<file path="src/rtl/inst_fetch.sv">
// Instruction fetch stage: owns the PC, keeps one imem request in flight, buffers one word for decode.
// Define FETCH_MISALIGN_CHECK_EN to trap misaligned redirect targets in a sticky FAULT state.
package CorePack;
   typedef logic [31:0] inst_t;
endpackage

module inst_fetch
   import CorePack::*;
#(
   parameter logic [63:0] RESET_PC = 64'h0
) (
   input  logic        clk,
   input  logic        rst,
   output logic        imem_req_valid,
   output logic [63:0] imem_req_addr,
   input  logic        imem_req_ready,
   input  logic        imem_resp_valid,
   input  logic [31:0] imem_resp_data,
   input  logic        redirect_valid,
   input  logic [63:0] redirect_pc,
   output logic        inst_valid,
   output inst_t       inst,
   output logic [63:0] inst_pc,
   input  logic        inst_ready,
   output logic        fetch_misalign
);

`ifdef FETCH_MISALIGN_CHECK_EN
   typedef enum logic [2:0] {BOOT, REQ, WAIT, DROP, HOLD, FAULT} state_e;
`else
   typedef enum logic [2:0] {BOOT, REQ, WAIT, DROP, HOLD} state_e;
`endif

   state_e      state_q, state_d;
   logic [63:0] pc_q, pc_d;
   inst_t       inst_q, inst_d;
   logic [63:0] inst_pc_q, inst_pc_d;
   logic [63:0] redirect_tgt;

`ifdef FETCH_MISALIGN_CHECK_EN
   logic redirect_bad;
   assign redirect_tgt = redirect_pc;
   assign redirect_bad = redirect_valid && (redirect_pc[1:0] != 2'b00);
`else
   assign redirect_tgt = redirect_pc & ~64'h3;
`endif

   // NOTE: sequential state uses non-blocking assignments so every flop samples pre-edge values.
   always_ff @(posedge clk or posedge rst) begin
      if (rst) begin
         state_q   <= BOOT;
         pc_q      <= RESET_PC;
         inst_q    <= '0;
         inst_pc_q <= '0;
      end else begin
         state_q   <= state_d;
         pc_q      <= pc_d;
         inst_q    <= inst_d;
         inst_pc_q <= inst_pc_d;
      end
   end

   // NOTE: every signal written here gets a default first, so no path can infer a latch.
   always_comb begin
      state_d        = state_q;
      pc_d           = pc_q;
      inst_d         = inst_q;
      inst_pc_d      = inst_pc_q;
      imem_req_valid = 1'b0;
      imem_req_addr  = '0;
      inst_valid     = 1'b0;
      inst           = inst_q;
      inst_pc        = inst_pc_q;
      fetch_misalign = 1'b0;

      case (state_q)
         BOOT: state_d = REQ;
         REQ: begin
            imem_req_valid = !redirect_valid;
            imem_req_addr  = pc_q;
            if (redirect_valid)      pc_d    = redirect_tgt;
            else if (imem_req_ready) state_d = WAIT;
         end
         WAIT: begin
            if (redirect_valid) begin
               pc_d    = redirect_tgt;
               state_d = imem_resp_valid ? REQ : DROP;
            end else if (imem_resp_valid) begin
               inst_d    = imem_resp_data;
               inst_pc_d = pc_q;
               pc_d      = pc_q + 64'd4;
               state_d   = HOLD;
            end
         end
         DROP: begin
            // The orphaned response still has to be drained before a new request may issue.
            if (redirect_valid)  pc_d    = redirect_tgt;
            if (imem_resp_valid) state_d = REQ;
         end
         HOLD: begin
            inst_valid = !redirect_valid;
            if (redirect_valid) begin
               pc_d    = redirect_tgt;
               state_d = REQ;
            end else if (inst_ready) begin
               state_d = REQ;
            end
         end
`ifdef FETCH_MISALIGN_CHECK_EN
         FAULT: begin
            inst           = '0;
            inst_pc        = '0;
            fetch_misalign = 1'b1;
         end
`endif
         default: state_d = BOOT;
      endcase

`ifdef FETCH_MISALIGN_CHECK_EN
      if (redirect_bad && state_q != BOOT && state_q != FAULT) state_d = FAULT;
`endif
   end

endmodule

</file>
<file path="config.mk">
export PLATFORM = sky130hd
export DESIGN_NAME = inst_fetch
export DESIGN_NICKNAME = d
export VERILOG_FILES = /design/src/rtl/inst_fetch.sv
export SDC_FILE = /design/constraint.sdc
export NUM_CORES = 1
export LEC_CHECK = 0
export CAP_MARGIN = 20
export CORE_MARGIN = 1
export CORE_UTILIZATION = 50
export CTS_CLUSTER_SIZE = 20
export DETAILED_ROUTE_END_ITERATION = 10
export DONT_BUFFER_PORTS = 1
export PLACE_DENSITY = 0.68
export SLEW_MARGIN = 20
export SYNTH_ARGS = -nofsm -noshare
export SYNTH_HDL_FRONTEND = slang
export SYNTH_SLANG_ARGS = --single-unit
</file>
<file path="constraint.sdc">
create_clock -name clk -period 4.4 [get_ports clk]
set_input_delay 0.44 -clock clk [delete_from_list [all_inputs] [get_ports clk]]
set_output_delay 0.44 -clock clk [all_outputs]
set_load 0.05 [all_outputs]
</file>
==> results.sh, run 1 <==
export IMPL_drive_above_1_share=0.0599
export IMPL_grt_pass1_vias=6987
export IMPL_skew_ns=0.00936
export IMPL_final_setup_tns_ns=0
export IMPL_cts_sinks=159
export IMPL_antenna_found_initial=2
export IMPL_synth_simple_area_share=0.342
export IMPL_synth_xor_area_share=0
export IMPL_arrival_ns=3.40
export IMPL_synth_cells=1037
export IMPL_cts_buffers=17
export IMPL_core_rowCount=47
export IMPL_finalHoldViolCount=0
export IMPL_hpwl_um=16200
export IMPL_rsz0062_at_grt="no"
export IMPL_grt_pass1_wl_um=39100
export IMPL_grtUsageTotal=0.285
export IMPL_hold_slack_ns=0.104
export IMPL_die_w_um=132
export IMPL_seq_area_um2=3980
export IMPL_worstSetupPathType="register to register"
export IMPL_core_area_um2=16600
export IMPL_root_buffer="clkbuf_16"
export IMPL_period_minus_slack_ns=3.07
export IMPL_nNetsFinal=1091
export IMPL_postCtsHoldBufs=0
export IMPL_slew_headroom=0.260
export IMPL_cts_tree="built"
export IMPL_ctsResizeCount=0
export IMPL_cp_data_required_time_ns=4.73
export IMPL_setup_viol=0
export IMPL_ys_seq_area_frac=0.470
export IMPL_async_flop_share=1.00
export IMPL_synth_top_family_by_area="simple AND/OR/NAND/NOR gates"
export IMPL_ant_nets=0
export IMPL_yosys_top_cells_area="dfrtp_1 47%, nand2_1 14%, and2_1 5.1%, clkbuf_1 2.9%, a21oi_1 2.7%"
export IMPL_drt_iter0_drc=660
export IMPL_syn_avg_cell_area_um2=8.17
export IMPL_drc=0
export IMPL_multiInputGateArea_um2=4180
export IMPL_cp_max_fo=12
export IMPL_fmax_mhz=326
export IMPL_synth_top_flop_cell="dfrtp_1"
export IMPL_end_kind="register"
export IMPL_p_per_area_nw_per_um2=775
export IMPL_synth_area_mux_share=0.00354
export IMPL_pin_count=265
export IMPL_die_h_um=132
export IMPL_grt_start_max_net_pins=160
export IMPL_synth_top_cell_by_area="dfrtp_1"
export IMPL_synth_top_cell_area_share=0.470
export IMPL_io_buffers=0
export IMPL_vias_per_cell=6.08
export IMPL_fill_cells=1551
export IMPL_slew_viol_final=0
export IMPL_totalPowerFinal_mw=7.12
export IMPL_synth_top_cells_by_count="314 x nand2_1, 159 x dfrtp_1, 69 x and2_1"
export IMPL_grt_overflow=0
export IMPL_cts_setup_buffers=0
export IMPL_cts_max_path_buffers=2
export IMPL_leakage_nw=4.11
export IMPL_peakVddDrop_uv=397
export IMPL_yosys_warnings=0
export IMPL_worst_slew_pin_slew_ns=1.10
export IMPL_clk_latency_ns=0.43
export IMPL_synth_seq_cells=159
export IMPL_drt_wl_total_um=24600
export IMPL_synth_cell_types=61
export IMPL_min_path_type="input port to register"
export IMPL_synthesis_area_um2=8470
export IMPL_status="complete, no violations"
export IMPL_die_area_um2=17500
export IMPL_drv_cap=0
export IMPL_synth_compound_area_frac=0.138
export IMPL_yosys_area_share_adder=0.00148
export IMPL_gp_congestion=0.839
export IMPL_startpoint_type="register"
export IMPL_syn2layout_area_growth_pct=8.51
export IMPL_detail_route_wl_per_cell_um=20.1
export IMPL_yosysMostFrequentCell="nand2_1"
export IMPL_dr_pass1_iters=5
export IMPL_h_tree_depth=4
export IMPL_min_period_over_period=0.697
export IMPL_clkSlewWorstSetupHoldPaths_ns=0.07
export IMPL_start_util=0.511
export IMPL_num_vias=7435
export IMPL_synth_edff_count=0
[per-layer routing]
metal	wire length (um)	up-vias	GRT usage
met1	11000	3566	0.401
met5	0	-	0
li1	-	3505	-
met4	516	0	0.104
met2	10900	323	0.420
met3	2170	41	0.0811
[flip-flops by register name (all words and copies together), names as in the netlist]
register and cells:
pc_q 62, inst 32, inst_pc 62, state_q 3
[metrics by stage]
step	cell area, um2	setup slack, ns	util	std cells
3_5_place_dp	8600	1.41	0.518	1189
5_1_grt	9190	1.16	0.554	1222
3_3_place_gp	8600	1.48	0.518	1189
6_report	9190	1.33	0.554	1223
2_1_floorplan	8490	1.95	-	1041
4_1_cts	9190	1.39	0.554	1221
[worst max-delay path, stage by stage, from the launching register on]
cell and delay, ns:
dfrtp_1 0.49, nand3_1 0.27, nor4_1 0.63, nand4_1 0.64, or4_1 0.69, a211oi_1 0.25
[area by class of cell]
type	count	area share
inverter	9	0.00408
sequential	159	0.433
tap	220	0.0299
clock buffer	20	0.0497
clock inverter	12	0.0147
multi-input combinational	788	0.455
timing repair buffer	13	0.0133
antenna	2	0.000544
[where the power goes]
part           switching (mW)  internal, mW
Clock                   0.629         0.869
Sequential               1.84          1.96
Combinational            1.34         0.484
Total                    3.81          3.31
[final timing paths]
kind                       startpoint           to  slack (ns)  cells past startpoint
hold / removal             inst_ready   state_q[2]        0.10                      1
setup / recovery             pc_q[17]     pc_q[54]        1.33                      5
setup reg to reg             pc_q[17]     pc_q[54]        1.33                      5
hold reg to reg              pc_q[19]  inst_pc[19]        0.53                      2
max in group asynchronous         rst  inst_pc[21]        3.57                      2
min in group asynchronous         rst     pc_q[63]        0.12                      2
[layout by cell type (no fill, tap or decap), types with 9 or more instances in the layout]
cell       Yosys  final
nand3_1       38     38
and2_1        69     69
and3_1        27     27
clkbuf_16      0     17
nand4_1       27     27
buf_4          5     11
nand2_1      314    314
nor4_1        10     10
o21ai_0       26     26
dfrtp_1      159    159
nor2_1        44     43
or3_1         18     18
nor3_1        26     24
a21oi_1       46     46
o22a_1         9      9
[cells by family after synthesis]
| group | count (synthesis) |
|---|---|
| AND/OR/NAND/NOR | 609 |
| other | 1 |
| flip-flops | 159 |
| AO/OA/AOI/OAI | 170 |
| multiplexers | 3 |
| adder cells (fa/ha/maj) | 1 |
| buffers and inverters | 94 |
(Power assumes the default switching activity.)
==> run 2, diff against run 1 <==
--- a/config.mk
+++ b/config.mk
@@ -11,7 +11,6 @@
 export CTS_CLUSTER_SIZE = 20
 export DETAILED_ROUTE_END_ITERATION = 10
 export DONT_BUFFER_PORTS = 1
-export PLACE_DENSITY = 0.68
 export SLEW_MARGIN = 20
 export SYNTH_ARGS = -nofsm -noshare
 export SYNTH_HDL_FRONTEND = slang
==> constraint.sdc (replaced) <==
create_clock -name clk -period 3 [get_ports clk]
set_input_delay 0.3 -clock clk [delete_from_list [all_inputs] [get_ports clk]]
set_output_delay 0.3 -clock clk [all_outputs]
set_load 0.05 [all_outputs]
==> results.sh, run 2 (synthesis gave the netlist of run 1 again) <==
export IMPL_status="complete, no violations"
export IMPL_antenna_found_initial=1
export IMPL_r2r_start="pc_q[17]"
export IMPL_mostFrequentLayoutCells="314 x nand2_1, 159 x dfrtp_1, 69 x and2_1"
export IMPL_drt_iter0_drc=693
export IMPL_hold_start="redirect_pc[3]"
export IMPL_cts_tree="built"
export IMPL_drc=0
export IMPL_die_w_um=132
export IMPL_die_area_um2=17500
export IMPL_hold_slack_ns=0.0138
export IMPL_min_period_over_period=0.866
export IMPL_arrival_ns=2.91
export IMPL_grt_util_met3=0.0727
export IMPL_ant_nets=0
export IMPL_slew_viol_final=0
export IMPL_use_met2=0.480
export IMPL_grt_pass1_vias=7609
export IMPL_preCtsSetupSlack_ns=0.445
export IMPL_final_cell_area_um2=9710
export IMPL_layout_commonest_cell="nand2_1"
export IMPL_fmax_mhz=385
export IMPL_hold_path_depth=2
export IMPL_min_path_type="input port to register"
export IMPL_core_area_um2=16600
export IMPL_cts_max_path_buffers=2
export IMPL_syn2layout_area_growth_pct=14.6
export IMPL_pin_count=265
export IMPL_start_util=0.511
export IMPL_r2r_slack_ns=0.40
export IMPL_fill_cells=1515
export IMPL_cts_buffers=17
export IMPL_nNetsFinal=1150
export IMPL_grt_busiest_layer="met2"
export IMPL_cp_data_required_time_ns=3.31
export IMPL_path_cells="nand3_1, or4_1, or4_4, and3_1, or3_1"
export IMPL_final_setup_tns_ns=0
export IMPL_dr_pass1_iters=7
export IMPL_reg2reg_to="pc_q[32]"
export IMPL_drv_cap=0
export IMPL_grt_pass1_wl_um=40600
export IMPL_rr_worst_depth=5
export IMPL_peakVddDrop_uv=563
export IMPL_worst_slew_pin_slew_ns=0.892
export IMPL_skew_ns=0.00849
export IMPL_vias_per_cell=6.10
export IMPL_worstSetupPathType="register to register"
export IMPL_p_per_area_nw_per_um2=1080
export IMPL_drt_wl_total_um=25500
export IMPL_clk_latency_ns=0.43
export IMPL_num_vias=7825
export IMPL_end_kind="register"
export IMPL_cts_setup_buffers=0
export IMPL_critPathMaxStageDelay_ns=0.59
export IMPL_place_area_um2=8780
export IMPL_drive_above_1_share=0.0792
export IMPL_cp_max_fo=9
export IMPL_grt_overflow=0
export IMPL_setup_viol=0
export IMPL_setup_ws_ns=0.403
export IMPL_hpwl_um=17200
export IMPL_root_buffer="clkbuf_16"
export IMPL_min_to="pc_q[3]"
export IMPL_leakage_nw=4.36
export IMPL_slew_headroom=0.402
export IMPL_grtUsageTotal=0.296
export IMPL_cts_sinks=159
export IMPL_use_met1=0.391
export IMPL_grt_start_max_net_pins=95
export IMPL_period_minus_slack_ns=2.60
export IMPL_clkSlewWorstSetupHoldPaths_ns=0.07
export IMPL_finalHoldViolCount=0
export IMPL_core_rowCount=47
export IMPL_detail_route_wl_per_cell_um=19.9
export IMPL_io_buffers=0
export IMPL_h_tree_depth=4
export IMPL_die_h_um=132
export IMPL_gp_congestion=0.864
export IMPL_startpoint_type="register"
export IMPL_critPathSlowestCell="or4_4"
export IMPL_totalPowerFinal_mw=10.5
export IMPL_rsz0062_at_grt="no"
## run 2: changes by cell type in the layout (fill, tap and decap cells not counted)
cell	before	now
inv_6	1	6
clkbuf_1	1	0
dlygate4sd3_1	0	36
clkinv_4	5	0
clkbuf_8	2	0
clkinvlp_4	2	4
inv_8	0	5
clkinv_2	3	1
buf_12	2	3
buf_4	11	33
bufinv_16	2	0
## run 2: worst max path at each step
stage,start,end,cells after the start
floorplan,pc_q[17],pc_q[32],7
global placement,pc_q[17],pc_q[32],5
global route,pc_q[17],pc_q[32],5
CTS,pc_q[17],pc_q[32],5
finish,pc_q[17],pc_q[32],5
detailed placement,pc_q[17],pc_q[32],5
## run 2: critical path, delay by kind of cell (launching register included)
kind	cells	cell delay [ns]
flops	1	0.49
simple gates	5	1.98
## run 2: layout make-up
class / count / area, um2 / share of cell area
clock inverter: 15 / 136 / 0.0140
inverter: 9 / 37.5 / 0.00387
tap: 220 / 275 / 0.0284
clock buffer: 17 / 425 / 0.0438
sequential: 159 / 3980 / 0.410
multi-input combinational: 788 / 4180 / 0.431
antenna: 2 / 5.00 / 0.000516
timing repair buffer: 72 / 668 / 0.0688
## run 2: what timing repair did
| action | in CTS | in global routing |
|---|---|---|
| endpoints found under the hold margin | 59 | 0 |
| resized for setup | 0 | 0 |
| hold buffers | 36 | 0 |
## run 2: per-stage QoR
| stage | utilization | cells |
|---|---|---|
| global placement | 0.530 | 1212 |
| floorplan | - | 1041 |
| detailed placement | 0.530 | 1212 |
| finish | 0.585 | 1282 |
| global route | 0.585 | 1281 |
| CTS | 0.585 | 1280 |
## run 2: report_power, final
group	internal [mW]	switching [mW]
Sequential	2.87	2.67
Combinational	0.785	2.03
Clock	1.10	1.01
Total	4.75	5.70
## run 2: routing by layer
metal / wire, um / share of wire
met5: 0 / 0
met4: 398 / 0.016
met3: 2100 / 0.082
met2: 11800 / 0.46
met1: 11200 / 0.44
